[src/rtl/fir_coeff_reloader.sv]
// Coefficient bank plus reload transmitter feeding the FIR core's reload and config channels.
// Optional stall watchdog is enabled by defining FIR_RELOAD_TIMEOUT_EN.
module fir_coeff_reloader #(
  parameter int NUM_TAPS = 32,
  parameter int ADDR_W   = 5
) (
  input  logic                 clkfir,
  input  logic                 reset,
  input  logic                 wr_en,
  input  logic [ADDR_W-1:0]    wr_addr,
  input  logic signed [15:0]   wr_data,
  input  logic                 commit,
  output logic                 reload_valid,
  input  logic                 reload_ready,
  output logic                 reload_last,
  output logic signed [15:0]   reload_coeff,
  output logic                 config_valid,
  input  logic                 config_ready,
  input  logic                 tlast_missing,
  input  logic                 tlast_unexpected,
  output logic                 busy,
  output logic                 done,
  output logic [2:0]           error
);

  typedef enum logic [2:0] {
    IDLE,
    FETCH,
    STREAM,
    CONFIG,
    DONE
  } state_t;

  localparam logic [ADDR_W-1:0] LAST_BEAT = ADDR_W'(NUM_TAPS - 1);

  state_t             state_q;
  logic [ADDR_W-1:0]  beat_q;
  logic [ADDR_W-1:0]  beat_d;
  logic               reloadValid_q;
  logic               reloadLast_q;
  logic signed [15:0] reloadCoeff_q;
  logic               configValid_q;
  logic               busy_q;
  logic               done_q;
  logic [2:0]         error_q;
  logic [2:0]         error_d;

  logic signed [15:0] bank_q [NUM_TAPS];

  logic bankWe;
  logic commitAccept;
  logic reloadFire;
  logic timeoutHit;

  assign commitAccept = (state_q == IDLE) && commit;
  assign bankWe       = wr_en && (state_q == IDLE) && (32'(wr_addr) < NUM_TAPS);
  assign reloadFire   = reloadValid_q && reload_ready;
  assign beat_d       = beat_q + ADDR_W'(1);

`ifdef FIR_RELOAD_TIMEOUT_EN
  logic [9:0] wdog_q;
  logic       stalled;

  // Watchdog counts consecutive valid-without-ready cycles; the 1024th aborts.
  assign stalled    = (reloadValid_q && !reload_ready) || (configValid_q && !config_ready);
  assign timeoutHit = stalled && (wdog_q == 10'h3FF);

  always_ff @(posedge clkfir or posedge reset) begin
    if (reset) begin
      wdog_q <= '0;
    end else if (stalled && !timeoutHit) begin
      wdog_q <= wdog_q + 10'd1;
    end else begin
      wdog_q <= '0;
    end
  end
`else
  assign timeoutHit = 1'b0;
`endif

  // Event pulses set flags in any state; an accepted commit clears them first.
  assign error_d = (commitAccept ? 3'b000 : error_q)
                 | {timeoutHit, tlast_unexpected, tlast_missing};

  always_ff @(posedge clkfir) begin
    if (bankWe) begin
      bank_q[wr_addr] <= wr_data;
    end
  end

  always_ff @(posedge clkfir or posedge reset) begin
    if (reset) begin
      state_q       <= IDLE;
      beat_q        <= '0;
      reloadValid_q <= 1'b0;
      reloadLast_q  <= 1'b0;
      reloadCoeff_q <= '0;
      configValid_q <= 1'b0;
      busy_q        <= 1'b0;
      done_q        <= 1'b0;
      error_q       <= '0;
    end else begin
      done_q  <= 1'b0;
      error_q <= error_d;
      case (state_q)
        IDLE: begin
          if (commit) begin
            beat_q  <= '0;
            busy_q  <= 1'b1;
            state_q <= FETCH;
          end
        end
        FETCH: begin
          reloadCoeff_q <= bank_q[0];
          reloadLast_q  <= 1'b0;
          reloadValid_q <= 1'b1;
          state_q       <= STREAM;
        end
        STREAM: begin
          if (timeoutHit) begin
            reloadValid_q <= 1'b0;
            reloadLast_q  <= 1'b0;
            busy_q        <= 1'b0;
            state_q       <= IDLE;
          end else if (reloadFire) begin
            if (beat_q == LAST_BEAT) begin
              reloadValid_q <= 1'b0;
              reloadLast_q  <= 1'b0;
              configValid_q <= 1'b1;
              state_q       <= CONFIG;
            end else begin
              // Next coefficient is loaded on the accepting edge so beats run back to back.
              beat_q        <= beat_d;
              reloadCoeff_q <= bank_q[beat_d];
              reloadLast_q  <= (beat_d == LAST_BEAT);
            end
          end
        end
        CONFIG: begin
          if (timeoutHit) begin
            configValid_q <= 1'b0;
            busy_q        <= 1'b0;
            state_q       <= IDLE;
          end else if (config_ready) begin
            configValid_q <= 1'b0;
            busy_q        <= 1'b0;
            done_q        <= 1'b1;
            state_q       <= DONE;
          end
        end
        DONE: begin
          state_q <= IDLE;
        end
        default: begin
          reloadValid_q <= 1'b0;
          reloadLast_q  <= 1'b0;
          configValid_q <= 1'b0;
          busy_q        <= 1'b0;
          state_q       <= IDLE;
        end
      endcase
    end
  end

  assign reload_valid = reloadValid_q;
  assign reload_last  = reloadLast_q;
  assign reload_coeff = reloadCoeff_q;
  assign config_valid = configValid_q;
  assign busy         = busy_q;
  assign done         = done_q;
  assign error        = error_q;

endmodule

[config.mk]
export PLATFORM = sky130hd
export DESIGN_NAME = fir_coeff_reloader
export DESIGN_NICKNAME = d
export VERILOG_FILES = /design/src/rtl/fir_coeff_reloader.sv
export SDC_FILE = /design/constraint.sdc
export NUM_CORES = 1
export LEC_CHECK = 0
export ABC_AREA = 1
export CAP_MARGIN = 10
export CELL_PAD_IN_SITES_DETAIL_PLACEMENT = 1
export CELL_PAD_IN_SITES_GLOBAL_PLACEMENT = 2
export CORE_ASPECT_RATIO = 1.1
export CORE_MARGIN = 4
export CORE_UTILIZATION = 37
export CTS_CLUSTER_SIZE = 28
export DETAILED_ROUTE_END_ITERATION = 8
export PLACE_DENSITY_LB_ADDON = 0.1
export SLEW_MARGIN = 5
export SYNTH_ARGS = -nofsm -noshare
export SYNTH_HDL_FRONTEND = slang
export SYNTH_SLANG_ARGS = --single-unit
[constraint.sdc]
create_clock -name clkfir -period 2.6 [get_ports clkfir]
set_clock_uncertainty 0.05 [all_clocks]
set_input_delay 0.26 -clock clkfir [delete_from_list [all_inputs] [get_ports clkfir]]
set_output_delay 0.26 -clock clkfir [all_outputs]
set_load 0.02 [all_outputs]
* Yosys cells after proc, flatten, opt, wreduce, memory -nomap -nowiden
Memory sizes are Yosys's and may differ from the RTL's.
Index checks and enable logic that the tools add are counted.
** Word-level totals
- Memory bits (writable) :: 512
- Input port bits :: 29
- Output and inout bits :: 24
- Register bits :: 32
- Memories kept :: 1
- Logic and storage cells :: 71
** Cells by class
- Eq/ne operators :: 11
- Reductions and logical operators :: 16
- Bitwise logic cells :: 4
- $add $sub $neg :: 1
- Mux-type cells :: 29
** Memories
- bank_q :: words 32, width 16, read ports 2, clocked after memory_dff 0, write ports 1, line 48 : logic signed [15:0] bank_q [NUM_TAPS];
** Operators with widths (count)
- $mux W16 :: 2
- $pmux W16 S2 :: 1
- $mux W3 :: 5
- $mux W5 :: 3
- $mux W1 :: 12
- $pmux W3 S4 :: 1
- $reduce_and A4 Y1 :: 3
- $eq A5 B5 Y1 const B :: 2
- $ne A2 B2 Y1 const B :: 5
- $pmux W5 S2 :: 1
- $pmux W1 S3 :: 3
- $reduce_and A3 Y1 :: 3
- $reduce_or A3 Y1 :: 3
- $eq A3 B2 Y1 const B :: 2
- $add A5 B1 Y5 const B :: 1
- $reduce_bool A2 Y1 :: 2
- $eq A3 B1 Y1 const B :: 1
- $eq A3 B3 Y1 const B :: 1
- $logic_and A1 B1 Y1 :: 3
- $logic_not A3 Y1 :: 1
- $not A1 Y1 :: 3
- $or A3 B2 Y3 :: 1
- $pmux W1 S2 :: 1
- $reduce_and A2 Y1 :: 1

* Logic depth before layout (Yosys ltp)
Gate-level depths: netlist of run 1.
- Word-level depth :: 5
- Depth in mapped cells :: 16
- Depth with buffers taken out :: 12

* Worst setup path after synthesis of run 1
Ideal clock, no wire load.
- Path type :: register -> register
- Start point :: register beat_q[0]
- End point :: register reloadCoeff_q[5], in the netlist reload_coeff[5]
- Library setup time :: 0.062 ns
- Path slack :: 0.169 ns
- Cell stages (with the launch flop) :: 17
- Arrival time :: 2.319 ns
- Data required time :: 2.488 ns
- Cells stage by stage :: dfrtp_1 -> inv_2 -> buf_2 -> clkbuf_1 -> ha_1 -> buf_2 -> inv_2 -> buf_2 -> clkbuf_1 -> nand2_1 -> nand3_1 -> nand3_1 -> nand2_1 -> nand2_1 -> nand3_1 -> nand2_1 -> inv_1
** On the way
- Cells in the longest elaborated chain, start to end :: 5
- Elaborated cells between the ends (all ways) :: 8
- Those cells by class :: add/sub: 1; eq/ne: 2; mux: 3; reduce/logical: 1; memory: 1
** RTL lines
- start: declaration :: line 37 : logic [ADDR_W-1:0] beat_q;
- start signal: assignment :: line 133 : beat_q <= beat_d;
- $add A5 B1 Y5 :: line 58 : assign beat_d = beat_q + ADDR_W'(1);
- $mem_v2 Z32 W16
- $mux W16 :: line 126 : if (beat_q == LAST_BEAT) begin
- $mux W16 :: line 125 : end else if (reloadFire) begin
- $pmux W16 S2 :: line 105 : case (state_q)
- end signal: assignment :: line 114 : reloadCoeff_q <= bank_q[0];
- end signal: assignment :: line 134 : reloadCoeff_q <= bank_q[beat_d];
- end: declaration :: line 41 : logic signed [15:0] reloadCoeff_q;
Parallel ways exist; a longest one is shown, timed or not. The select of a mux whose other input is x is not followed.
A chain may end at the register's enable or synchronous reset.

* Worst setup path after layout of run 1
- Start point :: register beat_q[0]
- End point :: register reloadCoeff_q[10], in the netlist reload_coeff[10]
Same word-level chain as after synthesis.

==> flow_summary.ini, run 1 <==
[routing]
drc = 0
firstDrtPassIters = 5
viasPerCell = 5.02
wl_per_cell_um = 23.1
drtAntennaViolNets = 0
wl_um = 75200
vias = 16300
initialDrtViolationCount = 1105

[worst_setup_path]
critical_path_required_ps = 3070
crit_arrival_ps = 2940
critPathCaptureType = flip-flop
critPathKind = reg -> reg
max_stage_delay_ps = 540
worst_setup_path_start_kind = flip-flop
path_cells = ha_1 -> xor2_4 -> buf_12 -> nand3_1 -> nand3_1 -> nand2_1 -> nand2_1 -> nand3_1 -> nand2_1 -> inv_1
cp_max_fo = 47
crit_slowest_cell = dfrtp_4

[pwr]
vdd.ir_drop.worst_uv = 607
p_int_w = 0.0170
seqPwrFrac_pct = 38.1
pwr-share-clk_pct = 30.9
comb_power_share_pct = 31.0
powerDensity_nw_per_um2 = 963
p_sw_share_pct = 36.0
p_switching_w = 0.00960
p_leak_nw = 11.3

[grt]
grt_pass1_wl_um = 111000
grt_max_degree = 122
track_usage_pct = 22.4
grt_pass1_vias = 16700
antenna_found_initial = 2
grt_overflow = 0

[floorplan]
row_count = 96
initial_core_util_pct = 37.4
die_w_um = 247
top_level_ports = 53
dieArea_um2 = 67100
coreArea_um2 = 62300
die_y_um = 271

[place]
dp.cells = 3140
placed_cell_area_um2 = 25800
gp_congestion = 0.816
portBuffers = 51
hpwl_um = 45500

[timing]
finalSetupViolations = 0
fin_tns_setup_ps = 0
final.min_clock_period_ps = 2470
fmax_mhz = 405
hold_viol = 0
final_max_slew_viol_count = 0
max_slew_margin_pct = 46.3
period_share_pct = 94.9
worstMarginPinSlew_ps = 805
rsz0062_at_grt = false

[yosys]
yosys.cell_count.top_type = nand2_1
synth_top_cell_area_share_pct = 66.0
synthesis.nets = 2310
ys_async_sr_fraction_pct = 5.71
yosys_most_used_dff = edfxtp_1
synth-seq-cells = 543
synth-edff-count = 512
synth.area.top_cells = edfxtp_1 66%, nand2_1 13%, nand3_1 7.5%
ys_seq_area_share_pct = 69.3
yosysUniqueCellTypes = 27
synth_cells = 2278
syn_area_um2 = 23300
synth_area_leader_cell = edfxtp_1
ys_warn_count = 0
syn_area_per_cell_um2 = 10.2
synthTopCellsByCount = 818 x nand2_1, 512 x edfxtp_1, 350 x nand3_1

[clocking]
htreeDepth = 2
cts.clk_slew.worst_paths_ps = 60
clkSinkCount = 543
clock_path_buffers = 3
cts_tree = built
cts-root-buf = clkbuf_16
insertion_delay_ps = 650
numCtsBuffers = 60

[cells_and_area]
final_area_um2 = 27600
fill_cells = 6779
drive_gt1_share_pct = 9.18
multi_input_area_um2 = 5660
nNetsFinal = 2402
finalNonFillerCells = 3251
seqCellArea_um2 = 16200
area_delta_synth_final_pct = 18.6

[status]
outcome = finished, final reports clean

[flow_run]
maxCapViolCount = 0

[min_path]
hp-class = in -> reg
## final timing paths
kind / startpoint / end / slack, ps / cells past startpoint
setup / recovery: beat_q[0] / reload_coeff[10] / 130 / 10
hold / removal: tlast_unexpected / error[1] / 130 / 2
setup reg to reg: beat_q[0] / reload_coeff[10] / 130 / 10
hold reg to reg: error[1] / error[1] / 430 / 1
max in group asynchronous: reset / beat_q[0] / 1570 / 4
min in group asynchronous: reset / error[0] / 520 / 4
## metrics by stage
step / hold WS [ps] / worst slack (ps) / utilization, % / power, W
6_report: 126 / 132 / 44.4 / 0.0266
3_3_place_gp: 414 / 164 / 41.3 / 0.0186
3_5_place_dp: 422 / 150 / 41.3 / 0.0187
5_1_grt: 124 / 24.4 / 44.3 / 0.0282
4_1_cts: 96.7 / 136 / 44.3 / 0.0269
2_1_floorplan: 302 / 169 / - / 0.0151
## cell usage in the layout (no fill, tap or decap), types with 2 or more instances in the layout
cell type and count:
edfxtp_1 512, nand2_1 818, clkdlybuf4s50_1 51, clkinv_2 14
o211ai_1 5, nand4_1 2, or2_2 5, xor2_4 3
buf_4 47, clkinv_1 13, nor4_1 2, nor2_2 33
inv_8 2, clkinv_8 3, ha_1 2, clkbuf_16 60
bufinv_16 4, clkinvlp_4 2, inv_1 314, o21ai_0 16
a21oi_1 17, a21o_1 2, nor2_1 45, buf_12 41
dfrtp_1 30, clkbuf_1 11, nand3_1 349
## critical path, delay by kind of cell (launching register included)
kind	cells	cell delay, ps
simple gates	6	810
flops	1	540
buf+inv	2	370
fa+ha+maj	1	330
xor+xnor	1	200
## logic make-up after synthesis
| group | Yosys count | synth area share [%] |
|---|---|---|
| xor gates and xnor gates | 4 | 0.150 |
| buffers and inverters | 428 | 7.15 |
| other | 1 | 0.0161 |
| and+or+nand+nor | 1256 | 22.2 |
| DFF | 543 | 69.3 |
| adders and majority gates | 3 | 0.161 |
| AOI/OAI and AO/OA | 43 | 1.03 |
## layout make-up
cell class	count	area share, %
tap	833	3.77
clock buffer	71	5.58
clock inverter	38	1.17
inverter	316	4.33
sequential	543	58.4
multi-input combinational	1307	20.5
antenna	1	0.00905
timing repair buffer	142	6.27
## timing repair
action	CTS	global route
setup endpoints to repair	0	4
setup buffers	0	0
gates resized for setup	0	3
hold buffers	1	0
endpoints found under the hold margin	28	0
## state kept, by name, summed over array words and instances (netlist names)
name	count
error	2
config_valid	1
done	1
bank_q	512
beat_q	5
reload_valid	1
reload_last	1
reload_coeff	16
busy	1
state_q	3
## power by group through the flow
stage	combinational [W]	sequential (W)	clock, W
floorplan	0.00472	0.0103	0
global placement	0.00830	0.0103	0
detailed placement	0.00834	0.0103	0
CTS	0.00838	0.0102	0.00838
global route	0.00920	0.0102	0.00880
finish	0.00826	0.0102	0.00823
## metal layers
metal	track usage [%]	up-vias	share of wire (%)
li1	-	7601	-
met1	31.3	8311	45
met2	36.9	315	48
met3	3.55	102	4.3
met4	5.55	2	2.4
met5	0	-	0.017
No activity file was read; power rests on OpenSTA's default activity.
==> run 2, diff against run 1 <==
--- a/config.mk
+++ b/config.mk
@@ -14,7 +14,7 @@
 export CORE_UTILIZATION = 37
 export CTS_CLUSTER_SIZE = 28
 export DETAILED_ROUTE_END_ITERATION = 8
-export PLACE_DENSITY_LB_ADDON = 0.1
+export PLACE_DENSITY = 0.73
 export SLEW_MARGIN = 5
 export SYNTH_ARGS = -nofsm -noshare
 export SYNTH_HDL_FRONTEND = slang
==> constraint.sdc (replaced) <==
create_clock -name clkfir -period 2.2 [get_ports clkfir]
set_clock_uncertainty 0.05 [all_clocks]
set_input_delay 0.22 -clock clkfir [delete_from_list [all_inputs] [get_ports clkfir]]
set_output_delay 0.22 -clock clkfir [all_outputs]
set_load 0.02 [all_outputs]
==> flow_summary.ini, run 2 (synthesis gave the netlist of run 1 again) <==
[status]
outcome = complete, but fails checks
violations = negative setup slack

[floorplan]
top_level_ports = 53
coreArea_um2 = 62300
initial_core_util_pct = 37.4
dieArea_um2 = 67100
die_y_um = 271
row_count = 96
die_w_um = 247

[grt]
grt_max_degree = 141
grt_overflow = 0
track_usage_pct = 22.3
grt_pass1_wl_um = 112000
antenna_found_initial = 2
grt_pass1_vias = 17600

[cells_and_area]
layout_commonest_cell = nand2_1
fill_cells = 6634
finalNonFillerCells = 3368
post-route-util_pct = 48.6
nNetsFinal = 2517
largest_register_ffs = 512
final_area_um2 = 30300
top_register = bank_q
drive_gt1_share_pct = 20.2
mostFrequentLayoutCells = 771 x nand2_1, 512 x edfxtp_1, 311 x inv_1
area_delta_synth_final_pct = 29.9

[routing]
firstDrtPassIters = 5
drtAntennaViolNets = 0
wl_um = 77900
viasPerCell = 5.04
drc = 0
wl_per_cell_um = 23.1
initialDrtViolationCount = 1364
vias = 17000

[worst_setup_path]
crit_arrival_ps = 2720
cp_max_fo = 7
crit_buf_inv = 6
crit_family = simple AND/OR/NAND/NOR gates
r2r_start = beat_q[0]
critical_path_required_ps = 2650
ff2ff_path_depth = 14
critPathCaptureType = flip-flop
crit_slowest_cell = dfrtp_4
critPathKind = reg -> reg
worst_setup_path_start_kind = flip-flop
max_stage_delay_ps = 440
cpMostUsedCell = nand2_1
path_cells = buf_12 -> inv_8 -> ha_4 -> clkinv_8 -> buf_12 -> buf_6 -> nand2_1 -> nand3_2 -> nand3_4 -> nand2_1 -> nand2_2 -> nand3_1 -> nand2_1 -> inv_1
crit_start = beat_q[0]
cp.depth = 14

[timing]
finalSetupViolations = 6
period_share_pct = 103
max_slew_margin_pct = 63.2
worstMarginPinSlew_ps = 552
rsz0062_at_grt = true
hold_viol = 0
final_max_slew_viol_count = 0
fin_tns_setup_ps = -180
final.min_clock_period_ps = 2270
fin_ws_ps = -66.1
fmax_mhz = 441

[clocking]
clock_path_buffers = 3
clkSinkCount = 543
numCtsBuffers = 59
htreeDepth = 2
cts_tree = built
insertion_delay_ps = 620
cts-root-buf = clkbuf_16
cts.clk_slew.worst_paths_ps = 60

[min_path]
hp-start = tlast_unexpected
hp-class = in -> reg
holdPathStages = 2

[place]
pre_cts_slack_ps = -161
gp_congestion = 0.817
placed_cell_area_um2 = 26600
dp.cells = 3226
hpwl_um = 45700
portBuffers = 51

[flow_run]
maxCapViolCount = 0

[pwr]
p_leak_nw = 12.4
powerDensity_nw_per_um2 = 1160
vdd.ir_drop.worst_uv = 635
## run 2: cell count changes in the layout (fill, tap and decap cells not counted), moves of 24 or more
cell	delta
buf_4	+57
nand2_1	-47
nand2_2	+39
nand3_1	-104
nand3_2	+80
nand3_4	+24
## run 2: area by class of cell
class | count | area [um^2] | area share [%]
Clock buffer | 67 | 1530 | 5.04
Antenna cell | 1 | 2.50 | 0.00826
Clock inverter | 43 | 424 | 1.40
Timing Repair Buffer | 258 | 3280 | 10.8
Inverter | 316 | 1210 | 3.98
Tap cell | 833 | 1040 | 3.44
Sequential cell | 543 | 16200 | 53.4
Multi-Input combinational cell | 1307 | 6650 | 22.0
## run 2: final timing paths
path | to | slack [ps]
setup / recovery | reload_coeff[15] | -70
hold / removal | error[1] | 130
setup reg to reg | reload_coeff[15] | -70
hold reg to reg | config_valid | 430
max in group asynchronous | beat_q[0] | 1180
min in group asynchronous | reload_last | 520
## run 2: per-stage QoR
step	power, W	hold WS (ps)
after floorplan	0.0179	262
after global placement	0.0227	411
after detailed placement	0.0228	423
after CTS	0.0335	87.1
after global routing	0.0371	111
final	0.0353	128
## run 2: what timing repair did
| action | 4_1_cts | 5_1_grt |
|---|---|---|
| resized for setup | 58 | 213 |
| setup buffers | 5 | 12 |
| hold buffers | 1 | 0 |
| endpoints found under the setup margin | 51 | 514 |
| hold endpoints to repair | 31 | 0 |
| pin swaps | 5 | 97 |
| cloned | 3 | 10 |
## run 2: metal layers
metal	vias up	GRT usage, %	part of all wire, %
met1	8692	30.0	43
met2	338	38.1	50
met4	0	6.38	2.6
met5	-	0	0
met3	91	2.70	3.8
li1	7844	-	-
## run 2: where the power goes
| group | total [W] | switching, W | internal [W] |
|---|---|---|---|
| clock | 0.0100 | 0.00412 | 0.00590 |
| sequential | 0.0119 | 0.000289 | 0.0116 |
| combinational | 0.0133 | 0.00801 | 0.00530 |
| total | 0.0353 | 0.0124 | 0.0228 |
